===== src/rtl/t10_lcd_frame_controller_if.sv =====
// ---------------------------------------------------------------------------
// t10_lcd_frame_controller_if
//   Bundle between the text/UI logic, the LCD frame controller and the LCD
//   pins.
//   row_data  text buffer; row r, column c is at
//             bits [(ROWS*COLS-1-(r*COLS+c))*8 +: 8], so row 0 col 0 is in
//             the MSBs
//   strobe    one-cycle frame request
//   ready     init sequence complete
//   busy      frame in progress
//   lcd_en / lcd_rw / lcd_rs / lcd_data   HD44780 8-bit write-only pins
//   Modports: master = upstream text logic, slave = the frame controller.
// ---------------------------------------------------------------------------
interface t10_lcd_frame_controller_if #(
  parameter int ROWS = 2,
  parameter int COLS = 16
);
  logic [ROWS*COLS*8-1:0] row_data;
  logic                   strobe;
  logic                   ready;
  logic                   busy;
  logic                   lcd_en;
  logic                   lcd_rw;
  logic                   lcd_rs;
  logic [7:0]             lcd_data;

  modport master (
    output row_data, strobe,
    input  ready, busy, lcd_en, lcd_rw, lcd_rs, lcd_data
  );

  modport slave (
    input  row_data, strobe,
    output ready, busy, lcd_en, lcd_rw, lcd_rs, lcd_data
  );
endinterface


===== src/rtl/t10_lcd_frame_controller.sv =====
// ---------------------------------------------------------------------------
// t10_lcd_frame_controller
//   HD44780-class character LCD driver, 8-bit write-only mode, for
//   ROWS x COLS displays (1..4 rows, 8..20 columns).
//   After a power-up delay and a fixed init sequence it sends one frame per
//   strobe (or back-to-back when CONTINUOUS=1) from a snapshot of row_data
//   taken when the frame starts. Strobes arriving during a frame collapse
//   into a single follow-up frame.
//   Ports:
//     clk   system clock
//     rst   asynchronous, active-high reset
//     bus   slave side of t10_lcd_frame_controller_if (row_data, strobe,
//           ready, busy, lcd_en, lcd_rw, lcd_rs, lcd_data)
//   Every LCD transfer occupies one slot of CLK_DIV clocks: lcd_en is high
//   for the first half of the slot, lcd_rs/lcd_data change only on the
//   first cycle of a slot.
// ---------------------------------------------------------------------------
module t10_lcd_frame_controller #(
  parameter int CLK_DIV       = 20_000,
  parameter int POWERUP_SLOTS = 10,
  parameter int ROWS          = 2,
  parameter int COLS          = 16,
  parameter int CONTINUOUS    = 0
) (
  input  logic                          clk,
  input  logic                          rst,
  t10_lcd_frame_controller_if.slave     bus
);

  localparam int NBYTES     = ROWS * COLS;
  localparam int SLOT_W     = $clog2(CLK_DIV);
  localparam int PWR_CYCLES = POWERUP_SLOTS * CLK_DIV;
  localparam int PWR_W      = (PWR_CYCLES > 1) ? $clog2(PWR_CYCLES) : 1;

  localparam logic [SLOT_W-1:0] SLOT_LAST = SLOT_W'(CLK_DIV - 1);
  localparam logic [SLOT_W-1:0] EN_LAST   = SLOT_W'((CLK_DIV - 1) / 2);
  localparam logic [PWR_W-1:0]  PWR_LAST  = PWR_W'((PWR_CYCLES > 0) ? PWR_CYCLES - 1 : 0);
  localparam logic [4:0]        COL_LAST  = 5'(COLS);
  localparam logic [1:0]        ROW_LAST  = 2'(ROWS - 1);
  localparam logic [4:0]        INIT_LAST = 5'd4;

  typedef enum logic [1:0] {
    S_PWRUP,
    S_INIT,
    S_IDLE,
    S_FRAME
  } state_t;

  state_t                 state, state_nx;
  logic [SLOT_W-1:0]      slot_cnt, slot_nx;
  logic [PWR_W-1:0]       pwr_cnt, pwr_nx;
  // In INIT col_idx is the init-command index; in FRAME 0 is the address
  // slot and 1..COLS are the character slots of row row_idx.
  logic [4:0]             col_idx, col_nx;
  logic [1:0]             row_idx, row_nx;
  logic                   start;
  logic                   pending;
  logic [NBYTES*8-1:0]    shadow;

  logic                   ready_q, busy_q, en_q, rs_q;
  logic [7:0]             data_q;

  logic                   byte_rs;
  logic [7:0]             byte_data;
  int                     char_pos;

  function automatic logic [7:0] init_byte(input logic [4:0] idx);
    case (idx)
      5'd0:    return 8'h38;  // 8-bit bus, 2 lines, 5x8 font
      5'd1:    return 8'h08;  // display off
      5'd2:    return 8'h01;  // clear
      5'd3:    return 8'h06;  // entry mode: increment, no shift
      default: return 8'h0C;  // display on, cursor off
    endcase
  endfunction

  // DDRAM start address of each row on HD44780-class panels.
  function automatic logic [7:0] row_base(input logic [1:0] r);
    case (r)
      2'd0:    return 8'h00;
      2'd1:    return 8'h40;
      2'd2:    return 8'(COLS);
      default: return 8'(64 + COLS);
    endcase
  endfunction

  // ---------------------------------------------------------------------
  // Next-state and counter logic
  // ---------------------------------------------------------------------
  // NOTE: every signal gets a default at the top of an always_comb so no
  // path can leave it unassigned and infer a latch.
  always_comb begin
    state_nx = state;
    slot_nx  = slot_cnt;
    pwr_nx   = pwr_cnt;
    col_nx   = col_idx;
    row_nx   = row_idx;
    start    = 1'b0;

    case (state)
      S_PWRUP: begin
        if (pwr_cnt == PWR_LAST) begin
          state_nx = S_INIT;
          pwr_nx   = '0;
        end else begin
          pwr_nx = pwr_cnt + 1'b1;
        end
      end

      S_INIT: begin
        if (slot_cnt == SLOT_LAST) begin
          slot_nx = '0;
          if (col_idx == INIT_LAST) begin
            state_nx = S_IDLE;
            col_nx   = '0;
          end else begin
            col_nx = col_idx + 1'b1;
          end
        end else begin
          slot_nx = slot_cnt + 1'b1;
        end
      end

      S_IDLE: begin
        // pending is only ever set during FRAME, so it is seen here on the
        // first IDLE cycle after the frame that collected the strobe.
        if (bus.strobe || pending || (CONTINUOUS != 0)) begin
          start    = 1'b1;
          state_nx = S_FRAME;
        end
      end

      S_FRAME: begin
        if (slot_cnt == SLOT_LAST) begin
          slot_nx = '0;
          if (col_idx == COL_LAST) begin
            col_nx = '0;
            if (row_idx == ROW_LAST) begin
              state_nx = S_IDLE;
              row_nx   = '0;
            end else begin
              row_nx = row_idx + 1'b1;
            end
          end else begin
            col_nx = col_idx + 1'b1;
          end
        end else begin
          slot_nx = slot_cnt + 1'b1;
        end
      end

      default: state_nx = S_PWRUP;
    endcase
  end

  // Byte for the slot that begins after the next edge. Character slots read
  // the shadow, which was loaded one slot earlier at frame start.
  always_comb begin
    byte_rs   = 1'b0;
    byte_data = 8'h00;
    char_pos  = NBYTES - int'(row_nx) * COLS - int'(col_nx);
    if (state_nx == S_INIT) begin
      byte_data = init_byte(col_nx);
    end else if (col_nx == 5'd0) begin
      byte_data = 8'h80 | row_base(row_nx);
    end else begin
      byte_rs   = 1'b1;
      byte_data = shadow[char_pos*8 +: 8];
    end
  end

  // ---------------------------------------------------------------------
  // State, counters and registered LCD pins
  // ---------------------------------------------------------------------
  // NOTE: sequential state uses non-blocking assignments so every register
  // samples pre-edge values regardless of statement order.
  always_ff @(posedge clk or posedge rst) begin
    if (rst) begin
      state    <= S_PWRUP;
      slot_cnt <= '0;
      pwr_cnt  <= '0;
      col_idx  <= '0;
      row_idx  <= '0;
      pending  <= 1'b0;
      ready_q  <= 1'b0;
      busy_q   <= 1'b0;
      en_q     <= 1'b0;
      rs_q     <= 1'b0;
      data_q   <= 8'h00;
    end else begin
      state    <= state_nx;
      slot_cnt <= slot_nx;
      pwr_cnt  <= pwr_nx;
      col_idx  <= col_nx;
      row_idx  <= row_nx;

      // A strobe on the last FRAME cycle is still caught here.
      if (state == S_FRAME && bus.strobe) begin
        pending <= 1'b1;
      end else if (start) begin
        pending <= 1'b0;
      end

      ready_q <= ready_q | (state_nx == S_IDLE);
      busy_q  <= (state_nx == S_FRAME);
      en_q    <= ((state_nx == S_INIT) || (state_nx == S_FRAME)) && (slot_nx <= EN_LAST);

      // Load only on a slot's first cycle; after the last slot the pins
      // keep their final values.
      if (((state_nx == S_INIT) || (state_nx == S_FRAME)) && (slot_nx == '0)) begin
        rs_q   <= byte_rs;
        data_q <= byte_data;
      end
    end
  end

  // NOTE: the shadow is a plain data store that is always written at frame
  // start before any character slot reads it, so it carries no reset.
  always_ff @(posedge clk) begin
    if (start) begin
      shadow <= bus.row_data;
    end
  end

  assign bus.ready    = ready_q;
  assign bus.busy     = busy_q;
  assign bus.lcd_en   = en_q;
  assign bus.lcd_rw   = 1'b0;
  assign bus.lcd_rs   = rs_q;
  assign bus.lcd_data = data_q;

endmodule


===== src/flat_wrapper.sv =====
// flat-port wrapper written by rule: the top's interface ports become plain ports
module t10_lcd_frame_controller_flat 
#(
  parameter int CLK_DIV       = 20_000,
  parameter int POWERUP_SLOTS = 10,
  parameter int ROWS          = 2,
  parameter int COLS          = 16,
  parameter int CONTINUOUS    = 0
)
  (clk, rst, bus_row_data, bus_strobe, bus_ready, bus_busy, bus_lcd_en, bus_lcd_rw, bus_lcd_rs, bus_lcd_data);
  t10_lcd_frame_controller_if #(.ROWS(ROWS), .COLS(COLS)) bus_i ();
  input  logic clk;
  input  logic rst;
  input wire logic [$bits(bus_i.row_data)-1:0] bus_row_data;
  input wire logic [$bits(bus_i.strobe)-1:0] bus_strobe;
  output wire logic [$bits(bus_i.ready)-1:0] bus_ready;
  output wire logic [$bits(bus_i.busy)-1:0] bus_busy;
  output wire logic [$bits(bus_i.lcd_en)-1:0] bus_lcd_en;
  output wire logic [$bits(bus_i.lcd_rw)-1:0] bus_lcd_rw;
  output wire logic [$bits(bus_i.lcd_rs)-1:0] bus_lcd_rs;
  output wire logic [$bits(bus_i.lcd_data)-1:0] bus_lcd_data;
  assign bus_i.row_data = bus_row_data;
  assign bus_i.strobe = bus_strobe;
  assign bus_ready = bus_i.ready;
  assign bus_busy = bus_i.busy;
  assign bus_lcd_en = bus_i.lcd_en;
  assign bus_lcd_rw = bus_i.lcd_rw;
  assign bus_lcd_rs = bus_i.lcd_rs;
  assign bus_lcd_data = bus_i.lcd_data;
  t10_lcd_frame_controller #(.CLK_DIV(CLK_DIV), .POWERUP_SLOTS(POWERUP_SLOTS), .ROWS(ROWS), .COLS(COLS), .CONTINUOUS(CONTINUOUS)) u_core (.clk(clk), .rst(rst), .bus(bus_i));
endmodule

===== config.mk =====
export PLATFORM = sky130hd
export DESIGN_NAME = t10_lcd_frame_controller_flat
export DESIGN_NICKNAME = d
export VERILOG_FILES = /design/src/rtl/t10_lcd_frame_controller_if.sv /design/src/rtl/t10_lcd_frame_controller.sv /design/src/flat_wrapper.sv
export SDC_FILE = /design/constraint.sdc
export NUM_CORES = 1
export LEC_CHECK = 0
export CORE_UTILIZATION = 56
export DETAILED_ROUTE_END_ITERATION = 8
export PLACE_DENSITY = 0.86
export SYNTH_ARGS = -nofsm -noshare
export SYNTH_HDL_FRONTEND = slang
export SYNTH_SLANG_ARGS = --single-unit

===== constraint.sdc =====
create_clock -name clk -period 10.3 [get_ports clk]
set_input_delay 3.09 -clock clk [delete_from_list [all_inputs] [get_ports clk]]
set_output_delay 3.09 -clock clk [all_outputs]
set_load 0.01 [all_outputs]

* After elaboration in Yosys (flattened, before gate mapping)
Index checks and enable logic that the tools add are counted.
** Word-level totals
- Input bits :: 259
- Register bits :: 311
- Latch bits :: 0
- Memories kept :: 0
- Logic and storage cells :: 78
- Memory bits (read-only) :: 0
- Output and inout port bits :: 13
- Memory bits (writable) :: 0
** Cells by class
- Bitwise gates (word level) :: 1
- $lt $le $gt $ge :: 1
- Multipliers :: 0
- Mux-type cells :: 30
- Reduce and logical (&&, ||, !) cells :: 11
- Shifts and indexed selects :: 1
- Add/sub/neg operators :: 6
- Divide/modulo/power cells :: 0
- Equality and inequality tests :: 16
** Operator list (number)
- $shiftx A256 B32 Y8 :: 1
- $mux W15 :: 2
- $sub A29 B6 Y29 :: 1
- $pmux W6 S4 :: 1
- $mux W2 :: 11
- $pmux W7 S3 :: 1
- $mux W5 :: 4
- $add A18 B1 Y18 const B :: 1
- $eq A18 B18 Y1 const B :: 1
- $mux W18 :: 1
- $mux W8 :: 2
- $add A15 B1 Y15 const B :: 1
- $eq A15 B15 Y1 const B :: 1
- $le A15 B14 Y1 const B :: 1
- $logic_not A15 Y1 :: 1
- $eq A2 B2 Y1 const B :: 5
- $eq A5 B2 Y1 const B :: 2
- $pmux W5 S2 :: 1
- $eq A2 B1 Y1 const B :: 4
- $pmux W2 S4 :: 1
- $sub A6 B6 Y7 const A :: 1
- $mux W1 :: 6
- $add A5 B1 Y5 const B :: 1
- $eq A5 B1 Y1 const B :: 1
- other kinds (10) :: 14

* Depth between registers and ports, before layout
Gate-level depths: netlist of the first run.
- Depth in word-level cells :: 10
- Mapped depth :: 22

* Worst setup path before layout of the first run
No wires, ideal clock.
- Kind :: input-to-reg
- Start :: input port bus_strobe
- End :: register u_core.shadow[0] (enable)
- Setup slack :: 1555 ps
- Buffers on the path :: 0
- Setup time :: 606 ps
- Arrival time :: 8139 ps
- Cell stages on the path :: 2
- Required time :: 9694 ps
- Cells stage by stage :: o21ai_0 -> inv_1
** Between the ends
- Cells in the longest elaborated chain, start to end :: 3
** Ends and longest elaborated chain
- start, declared :: RTL line flat_wrapper.sv:15 : input wire logic [$bits(bus_i.strobe)-1:0] bus_strobe;
- $logic_or A1 B1 Y1 :: RTL line t10_lcd_frame_controller.sv:127 : if (bus.strobe || pending || (CONTINUOUS != 0)) begin
- $mux W1 :: RTL line t10_lcd_frame_controller.sv:127
- $mux W1 :: RTL line t10_lcd_frame_controller.sv:100 : case (state)
- via u_core.start :: RTL line t10_lcd_frame_controller.sv:56 : logic start;
- end signal, assigned :: RTL line t10_lcd_frame_controller.sv:221 : shadow <= bus.row_data;
- end, declared :: RTL line t10_lcd_frame_controller.sv:58 : logic [NBYTES*8-1:0] shadow;
The timed path passes the listed nets, and every way through them passes these cells.
A chain may end at the register's enable or synchronous reset.

* Worst setup path in the final report of the first run
- Start :: register u_core.slot_cnt[0]
- End :: register u_core.data_q[0] (netlist: u_core.bus.lcd_data[0])
** Between the ends
- Cells in the longest elaborated chain, start to end :: 8
- Elaborated cells between the ends (all ways) :: 27
** Ends and longest elaborated chain
- start, declared :: RTL line t10_lcd_frame_controller.sv:50 : logic [SLOT_W-1:0] slot_cnt, slot_nx;
- start signal, assigned :: RTL line t10_lcd_frame_controller.sv:192 : slot_cnt <= slot_nx;
- $eq A15 B15 Y1 :: RTL line t10_lcd_frame_controller.sv:111, t10_lcd_frame_controller.sv:134
- $mux W2 :: RTL line t10_lcd_frame_controller.sv:134 : if (slot_cnt == SLOT_LAST) begin
- $mux W2 :: RTL line t10_lcd_frame_controller.sv:100
- $sub A6 B6 Y7 :: RTL line t10_lcd_frame_controller.sv:161 : char_pos = NBYTES - int'(row_nx) * COLS - int'(col_nx);
- $sub A29 B6 Y29 :: RTL line t10_lcd_frame_controller.sv:161
- $shiftx A256 B32 Y8 :: RTL line t10_lcd_frame_controller.sv:168 : byte_data = shadow[char_pos*8 +: 8];
- $mux W8 :: RTL line t10_lcd_frame_controller.sv:164 : end else if (col_nx == 5'd0) begin
- $mux W8 :: RTL line t10_lcd_frame_controller.sv:162 : if (state_nx == S_INIT) begin
- end signal, assigned :: RTL line t10_lcd_frame_controller.sv:212 : data_q <= byte_data;
- end, declared :: RTL line t10_lcd_frame_controller.sv:61 : logic [7:0] data_q;
Parallel ways exist; a longest one is shown, timed or not.

==> results of run 1 <==
## path summary, 6_finish.rpt
check,slack [ps],end,start
setup reg to reg,4020,u_core.bus.lcd_data[0],u_core.slot_cnt[0]
setup / recovery,4020,u_core.bus.lcd_data[0],u_core.slot_cnt[0]
max in group asynchronous,6750,u_core.bus.lcd_data[4],rst
min in group asynchronous,3070,u_core.pwr_cnt[10],rst
hold / removal,490,u_core.pwr_cnt[4],u_core.pwr_cnt[4]
hold reg to reg,490,u_core.pwr_cnt[4],u_core.pwr_cnt[4]
## per-stage QoR
stage	instance area (um^2)	instances
6_report	17600	1467
5_1_grt	17600	1466
4_1_cts	17600	1462
3_5_place_dp	16600	1406
3_3_place_gp	16600	1406
2_1_floorplan	13600	851
## worst max-delay path, delay by kind of cell, from the launching register on
kind | cells | cell delay, ps
AO/OA/AOI/OAI | 4 | 560
adder cells (fa/ha/maj) | 2 | 750
buffers and inverters | 3 | 1360
flip-flops | 1 | 430
multiplexers | 2 | 630
AND/OR/NAND/NOR | 6 | 2350
## state kept, by name (all words and copies together), names as in the netlist
name                 count
u_core.bus.busy          1
u_core.bus.lcd_data      8
u_core.bus.lcd_en        1
u_core.bus.lcd_rs        1
u_core.bus.ready         1
u_core.col_idx           5
u_core.pending           1
u_core.pwr_cnt          18
u_core.row_idx           2
u_core.shadow          256
u_core.slot_cnt         15
u_core.state             2
## logic make-up after synthesis
family | synth area share, %
AO/OA/AOI/OAI | 4.75
XOR/XNOR | 1.61
multiplexers | 15.0
AND/OR/NAND/NOR | 8.89
flip-flops | 66.6
buffers and inverters | 2.19
other | 0.0275
adder cells (fa/ha/maj) | 1.01
## power by group through the flow
stage	logic [mW]	registers, mW	clock network [mW]
floorplan	0.00360	1.39	0
global placement	0.107	1.39	0
detailed placement	0.108	1.39	0
CTS	0.109	1.36	1.19
global route	0.114	1.36	1.24
finish	0.108	1.36	1.18
## cells in the final DEF (no fill, tap or decap), drive strengths merged, types with 4 or more instances in the layout
master         instances
nand4                 15
o31ai                 10
a211oi                 4
clkbuf                36
o211ai                 5
nor4                   7
and2                   7
xor2                   9
clkinv                12
nor3                  13
o22ai                  7
nand2                 56
and3                  10
mux4                  57
bufinv                 7
o21ai                 34
xnor2                 16
buf                    6
nor4b                  4
edfxtp               256
diode                  5
nand3                 26
ha                    11
a21oi                 11
inv                   21
nand2b                 4
nor2                  46
clkdlybuf4s50        270
nor3b                  4
mux2i                 57
mux2                  16
dfrtp                 55
or4                    4
nor2b                  4
## area by class of cell
type                            instances  area [um^2]  share of cell area [%]
Antenna cell                            5         12.5                  0.0709
Clock inverter                         20          269                    1.53
Sequential cell                       311         9060                    51.4
Multi-Input combinational cell        478         4260                    24.2
Inverter                               22         90.1                   0.511
Clock buffer                           36          795                    4.50
Tap cell                              319          399                    2.26
Timing Repair Buffer                  276         2750                    15.6
## layer usage
layer | vias up | share of wire (%)
li1 | 3882 | -
met2 | 367 | 54
met5 | - | 0
met3 | 57 | 6.4
met4 | 0 | 2.2
met1 | 4210 | 37
==> summary.md, run 1 <==
| Metric | Value |
|---|---|
| Status | `finished, final reports clean` |
| Pre-antenna DRT Iters | `5` |
| Most used routing layer | `met2` |
| Antenna-violating nets left | `0` |
| Clk root buf | `clkbuf_16` |
| Synth Flop Type | `edfxtp_1` |
| Net Switching | `0.482 mW` |
| GR Layer Usage met2 | `47.7%` |
| Syn_area_per_cell | `16.0 um^2` |
| Fin. Hold Viols | `0` |
| Fraction of layout cells with a size suffix above 1 | `12.8%` |
| Post-synth top cells | `256 x edfxtp_1, 57 x mux4_2, 56 x mux2i_1` |
| Finished Core Util | `74.5%` |
| DP Worst Slack | `4050 ps` |
| Power Total | `2.65 mW` |
| Worst Path Arrival | `6710 ps` |
| Sequential fraction of the synthesis area | `66.6%` |
| Initial antenna violation count | `2` |
| #FFs+latches synth | `311` |
| DRC violations left | `0` |
| Most frequent cell after synthesis | `edfxtp_1` |
| Vias | `8516` |
| Post-synth EDFFs | `256` |
| DR vias/cell | `5.81` |
| Routed len/inst | `22.0 um` |
| M3 GR Usage | `4.71%` |
| Peak supply drop | `0.140 mV` |
| Total Routing Usage GR | `26.1%` |
| Clock share of power | `44.5%` |
| RSZ-0062 raised after global routing | `no` |
| Crit path kind | `register to register` |
| Worst Hold Class | `register to register` |
| Max_cap viols | `0` |
| Reg power frac | `51.4%` |
| WHS Path Cells | `1` |
| Switch share | `18.2%` |
| Pint | `2.17 mW` |
| Count of unique library cells instantiated by Yosys | `74` |
| Share of the synthesized area in the top cell type | `56.5%` |
| Met1 Use GR | `31.8%` |
| CP peak stage delay | `790 ps` |
| IO Pins | `272` |
| WP data required | `10730 ps` |
| CP Launch Type | `register` |
| PostCTS Resize Cnt | `0` |
| Remaining Overflow, GRT | `0` |
| Fill cells | `1443` |
| CTS Buf Count | `30` |
| Max Fclk | `0.159 GHz` |
| Clock Latency Late Sink | `550 ps` |
| Leak | `5.96 nW` |
| Starting density of the core | `57.5%` |
| Combinational Power Share | `4.1%` |
| Main area contributors after synthesis | `edfxtp_1 56%, dfrtp_1 10%, mux4_2 9.4%` |
| Async SR Flop Fraction | `17.7%` |
| Final hold slack | `488 ps` |
| Depth of the most critical reg-to-reg path | `17` |
| Routed wire length | `32300 um` |
| Port Buf Inserts | `270` |
| Yosys warns | `0` |
| H-tree Lvls | `1` |
| Cell Pwr Density | `150 mW/mm^2` |
| Clock sink count | `311` |
| CP Capture Type | `register` |
| Post-Syn Instances | `851` |
| Final WS setup | `4020 ps` |
| HPWL Detailed | `22700 um` |
| Number of DRC markers in iteration 0 | `816` |
| Rows | `56` |
| Tcrit/Tclk final | `60.9%` |
| Final Wtd Congestion | `0.900` |
| Area growth syn-to-layout | `29.5%` |
| Hold Buf Count CTS | `0` |
| Vias in the first global route | `8764` |
| Die area | `0.0249 mm^2` |
| Slew Limit Fails | `0` |
| Final min period | `6280 ps` |
| Worst slew margin | `20.3%` |
| Setup TNS | `0 ps` |
| Nets | `1389` |
| Clock buffer depth | `3` |
| Layout Skew | `8.50 ps` |
| Final setup violation count | `0` |
| Post-CTS setup buffers | `0` |
| Die width | `158 um` |
| Global-route wire length before repair | `48300 um` |
| Cell taking the most area after synthesis | `edfxtp_1` |
| Slowest CP cell | `buf_4` |
| Worst slew pin tran | `1200 ps` |
| Syn Nets | `1121` |
| Die Y-Extent | `158 um` |
| Pin count of the biggest net entering global routing | `172` |
| Synthesized area | `0.0136 mm^2` |
| CTS tree | `yes` |
| CP max FO | `53` |
| Core ar. | `0.0237 mm^2` |
| Worst-path clk slew | `60 ps` |
| Crit path cell chain | `ha_1 -> or4bb_1 -> nor4_4 -> nand3_2 -> nand2_4 -> buf_4 -> inv_2 -> ha_1 -> nor2b_1 -> o31ai_1 -> o211ai_1 -> nor3b_4 -> buf_4 -> mux2i_1 -> mux4_2 -> a21oi_1 -> o21ai_1` |
Power figures use the tool's default switching activity.
==> inputs of run 2 (changes only) <==
--- a/config.mk
+++ b/config.mk
@@ -5,9 +5,9 @@
 export SDC_FILE = /design/constraint.sdc
 export NUM_CORES = 1
 export LEC_CHECK = 0
-export CORE_UTILIZATION = 56
+export CORE_UTILIZATION = 52
 export DETAILED_ROUTE_END_ITERATION = 8
-export PLACE_DENSITY = 0.86
+export PLACE_DENSITY = 0.8
 export SYNTH_ARGS = -nofsm -noshare
 export SYNTH_HDL_FRONTEND = slang
 export SYNTH_SLANG_ARGS = --single-unit
==> constraint.sdc (replaced) <==
create_clock -name clk -period 6.3 [get_ports clk]
set_input_delay 1.89 -clock clk [delete_from_list [all_inputs] [get_ports clk]]
set_output_delay 1.89 -clock clk [all_outputs]
set_load 0.01 [all_outputs]
==> summary.md, run 2 (synthesis results as in run 1) <==
| Metric | Value |
|---|---|
| Status | `finished, final reports clean` |
| Top Registers | `u_core.shadow x256, u_core.pwr_cnt x18, u_core.slot_cnt x15` |
| Net Switching | `0.837 mW` |
| Biggest register | `u_core.shadow` |
| Hold Crit Start | `u_core.pwr_cnt[4]` |
| Clk root buf | `clkbuf_16` |
| Vias | `8452` |
| Hold endpoint | `u_core.pwr_cnt[4]` |
| Depth of the most critical reg-to-reg path | `13` |
| Switch share | `19.0%` |
| H-tree Lvls | `2` |
| Tcrit/Tclk final | `76.0%` |
| Cell Pwr Density | `248 mW/mm^2` |
| WP data required | `6730 ps` |
| Finished Core Util | `70.1%` |
| Global-route wire length before repair | `48000 um` |
| Most common cell after layout, fill and taps aside | `clkdlybuf4s50_1` |
| Post-route insts no fill | `1487` |
| PostCTS Resize Cnt | `0` |
| Leak | `6.04 nW` |
| Core ar. | `0.0254 mm^2` |
| Die width | `164 um` |
| Final Wtd Congestion | `0.884` |
| Fin. Hold Viols | `0` |
| CTS Buf Count | `34` |
| Remaining Overflow, GRT | `0` |
| Fill cells | `1679` |
| Post-CTS setup buffers | `0` |
| Setup TNS | `0 ps` |
| Max Fclk | `0.209 GHz` |
| Pint | `3.58 mW` |
| Total Routing Usage GR | `24.1%` |
| CP Capture Type | `register` |
| Pre-antenna DRT Iters | `5` |
| Initial antenna violation count | `0` |
| Reg-to-reg endpoint | `u_core.bus.lcd_data[0]` |
| Max_cap viols | `0` |
| Combinational Power Share | `4.0%` |
| CP Launch Type | `register` |
| Layout Skew | `16.2 ps` |
| R2R Path Start | `u_core.slot_cnt[0]` |
| Fraction of layout cells with a size suffix above 1 | `13.6%` |
| Crit path kind | `register to register` |
| Die area | `0.0268 mm^2` |
| Die Y-Extent | `164 um` |
| Number of DRC markers in iteration 0 | `570` |
| DP Worst Slack | `1490 ps` |
| Hold Buf Count CTS | `0` |
| Clock sink count | `311` |
| Reg power frac | `50.4%` |
| Clock share of power | `45.6%` |
| Rows | `58` |
| Antenna-violating nets left | `0` |
| Pin count of the biggest net entering global routing | `158` |
| R2r setup slk | `1510 ps` |
| Final WS setup | `1510 ps` |
| CTS tree | `yes` |
| Routed len/inst | `21.5 um` |
| Routed wire length | `31900 um` |
| WHS Path Cells | `1` |
| Final min period | `4790 ps` |
| Starting density of the core | `53.6%` |
| RSZ-0062 raised after global routing | `no` |
| Placed Instances | `1426` |
| CP max FO | `29` |
| Worst slew pin tran | `1030 ps` |
| Nets | `1402` |
| Vias in the first global route | `8786` |
| Area growth syn-to-layout | `30.7%` |
| DRC violations left | `0` |
| Commonest non-fill, non-tap cells in the layout | `270 x clkdlybuf4s50_1, 256 x edfxtp_1, 57 x mux4_2, 56 x mux2i_1` |
| Worst Path Arrival | `5220 ps` |
| Port Buf Inserts | `270` |
| DR vias/cell | `5.68` |
| IO Pins | `272` |
| Clock buffer depth | `3` |
| Final hold slack | `473 ps` |
| HPWL Detailed | `22900 um` |
| Slew Limit Fails | `0` |
| Worst-path clk slew | `60 ps` |
| Worst Hold Class | `register to register` |
| Flip-flop count of the largest register after layout | `256` |
| Worst slew margin | `31.4%` |
| Final setup violation count | `0` |
| Clock Latency Late Sink | `520 ps` |
| Peak supply drop | `0.355 mV` |
## run 2: changes by cell type in the layout (fill, tap and decap cells not counted), sizes merged
cell      previous run  this run
bufinv               7         5
clkinv              12        11
diode                5         1
inv                 21        22
clkbuf              36        43
buf                  6        15
clkinvlp             2         1
## run 2: worst max path at each step
| stage | start | endpoint | slack [ps] | cells past startpoint |
|---|---|---|---|---|
| global route | u_core.slot_cnt[0] | u_core.bus.lcd_data[0] | 1200 | 13 |
| CTS | u_core.slot_cnt[0] | u_core.bus.lcd_data[0] | 1470 | 13 |
| detailed placement | u_core.slot_cnt[0] | u_core.bus.lcd_data[0] | 1490 | 13 |
| finish | u_core.slot_cnt[0] | u_core.bus.lcd_data[0] | 1510 | 13 |
| floorplan | bus_strobe | u_core.shadow[0] | 30 | 2 |
| global placement | u_core.slot_cnt[0] | u_core.bus.lcd_data[0] | 1600 | 13 |
## run 2: through the flow
| step | instance area (um^2) | total power, mW |
|---|---|---|
| finish | 17800 | 4.42 |
| global route | 17800 | 4.53 |
| CTS | 17800 | 4.45 |
| detailed placement | 16700 | 2.45 |
| global placement | 16700 | 2.45 |
| floorplan | 13600 | 2.28 |
## run 2: power by group through the flow
stage	clock network, mW	logic, mW	registers [mW]
final	2.01	0.178	2.23
after global routing	2.12	0.187	2.22
after CTS	2.04	0.180	2.23
after detailed placement	0	0.178	2.27
after global placement	0	0.177	2.27
after floorplan	0	0.00588	2.27
## run 2: metal layers
metal / part of all wire (%) / vias to the layer above / GRT usage (%) / routed length (um)
met3: 6.6 / 48 / 4.95 / 2100
met2: 53 / 327 / 43.0 / 17000
met1: 38 / 4164 / 29.5 / 12100
met5: 0 / - / 0 / 0
li1: - / 3913 / - / -
met4: 2.3 / 0 / 7.28 / 726
## run 2: cell type report
cell class                 count  area, um^2  share of cell area, %
tap                          330         413                   2.32
clock buffer                  43         885                   4.97
inverter                      22        86.3                  0.485
antenna                        1        2.50                 0.0141
multi-input combinational    478        4270                   24.0
clock inverter                17         246                   1.38
sequential                   311        9060                   50.9
timing repair buffer         285        2830                   15.9
## run 2: worst max-delay path: stages, from the launching register on
cell	delay (ps)
dfrtp_1	430
ha_1	270
or4bb_1	590
nor4_4	380
nand3_2	170
nand2_4	100
buf_4	440
ha_1	400
inv_2	340
buf_4	400
mux4_2	560
a2111oi_2	380
a21oi_1	80
o21ai_1	150
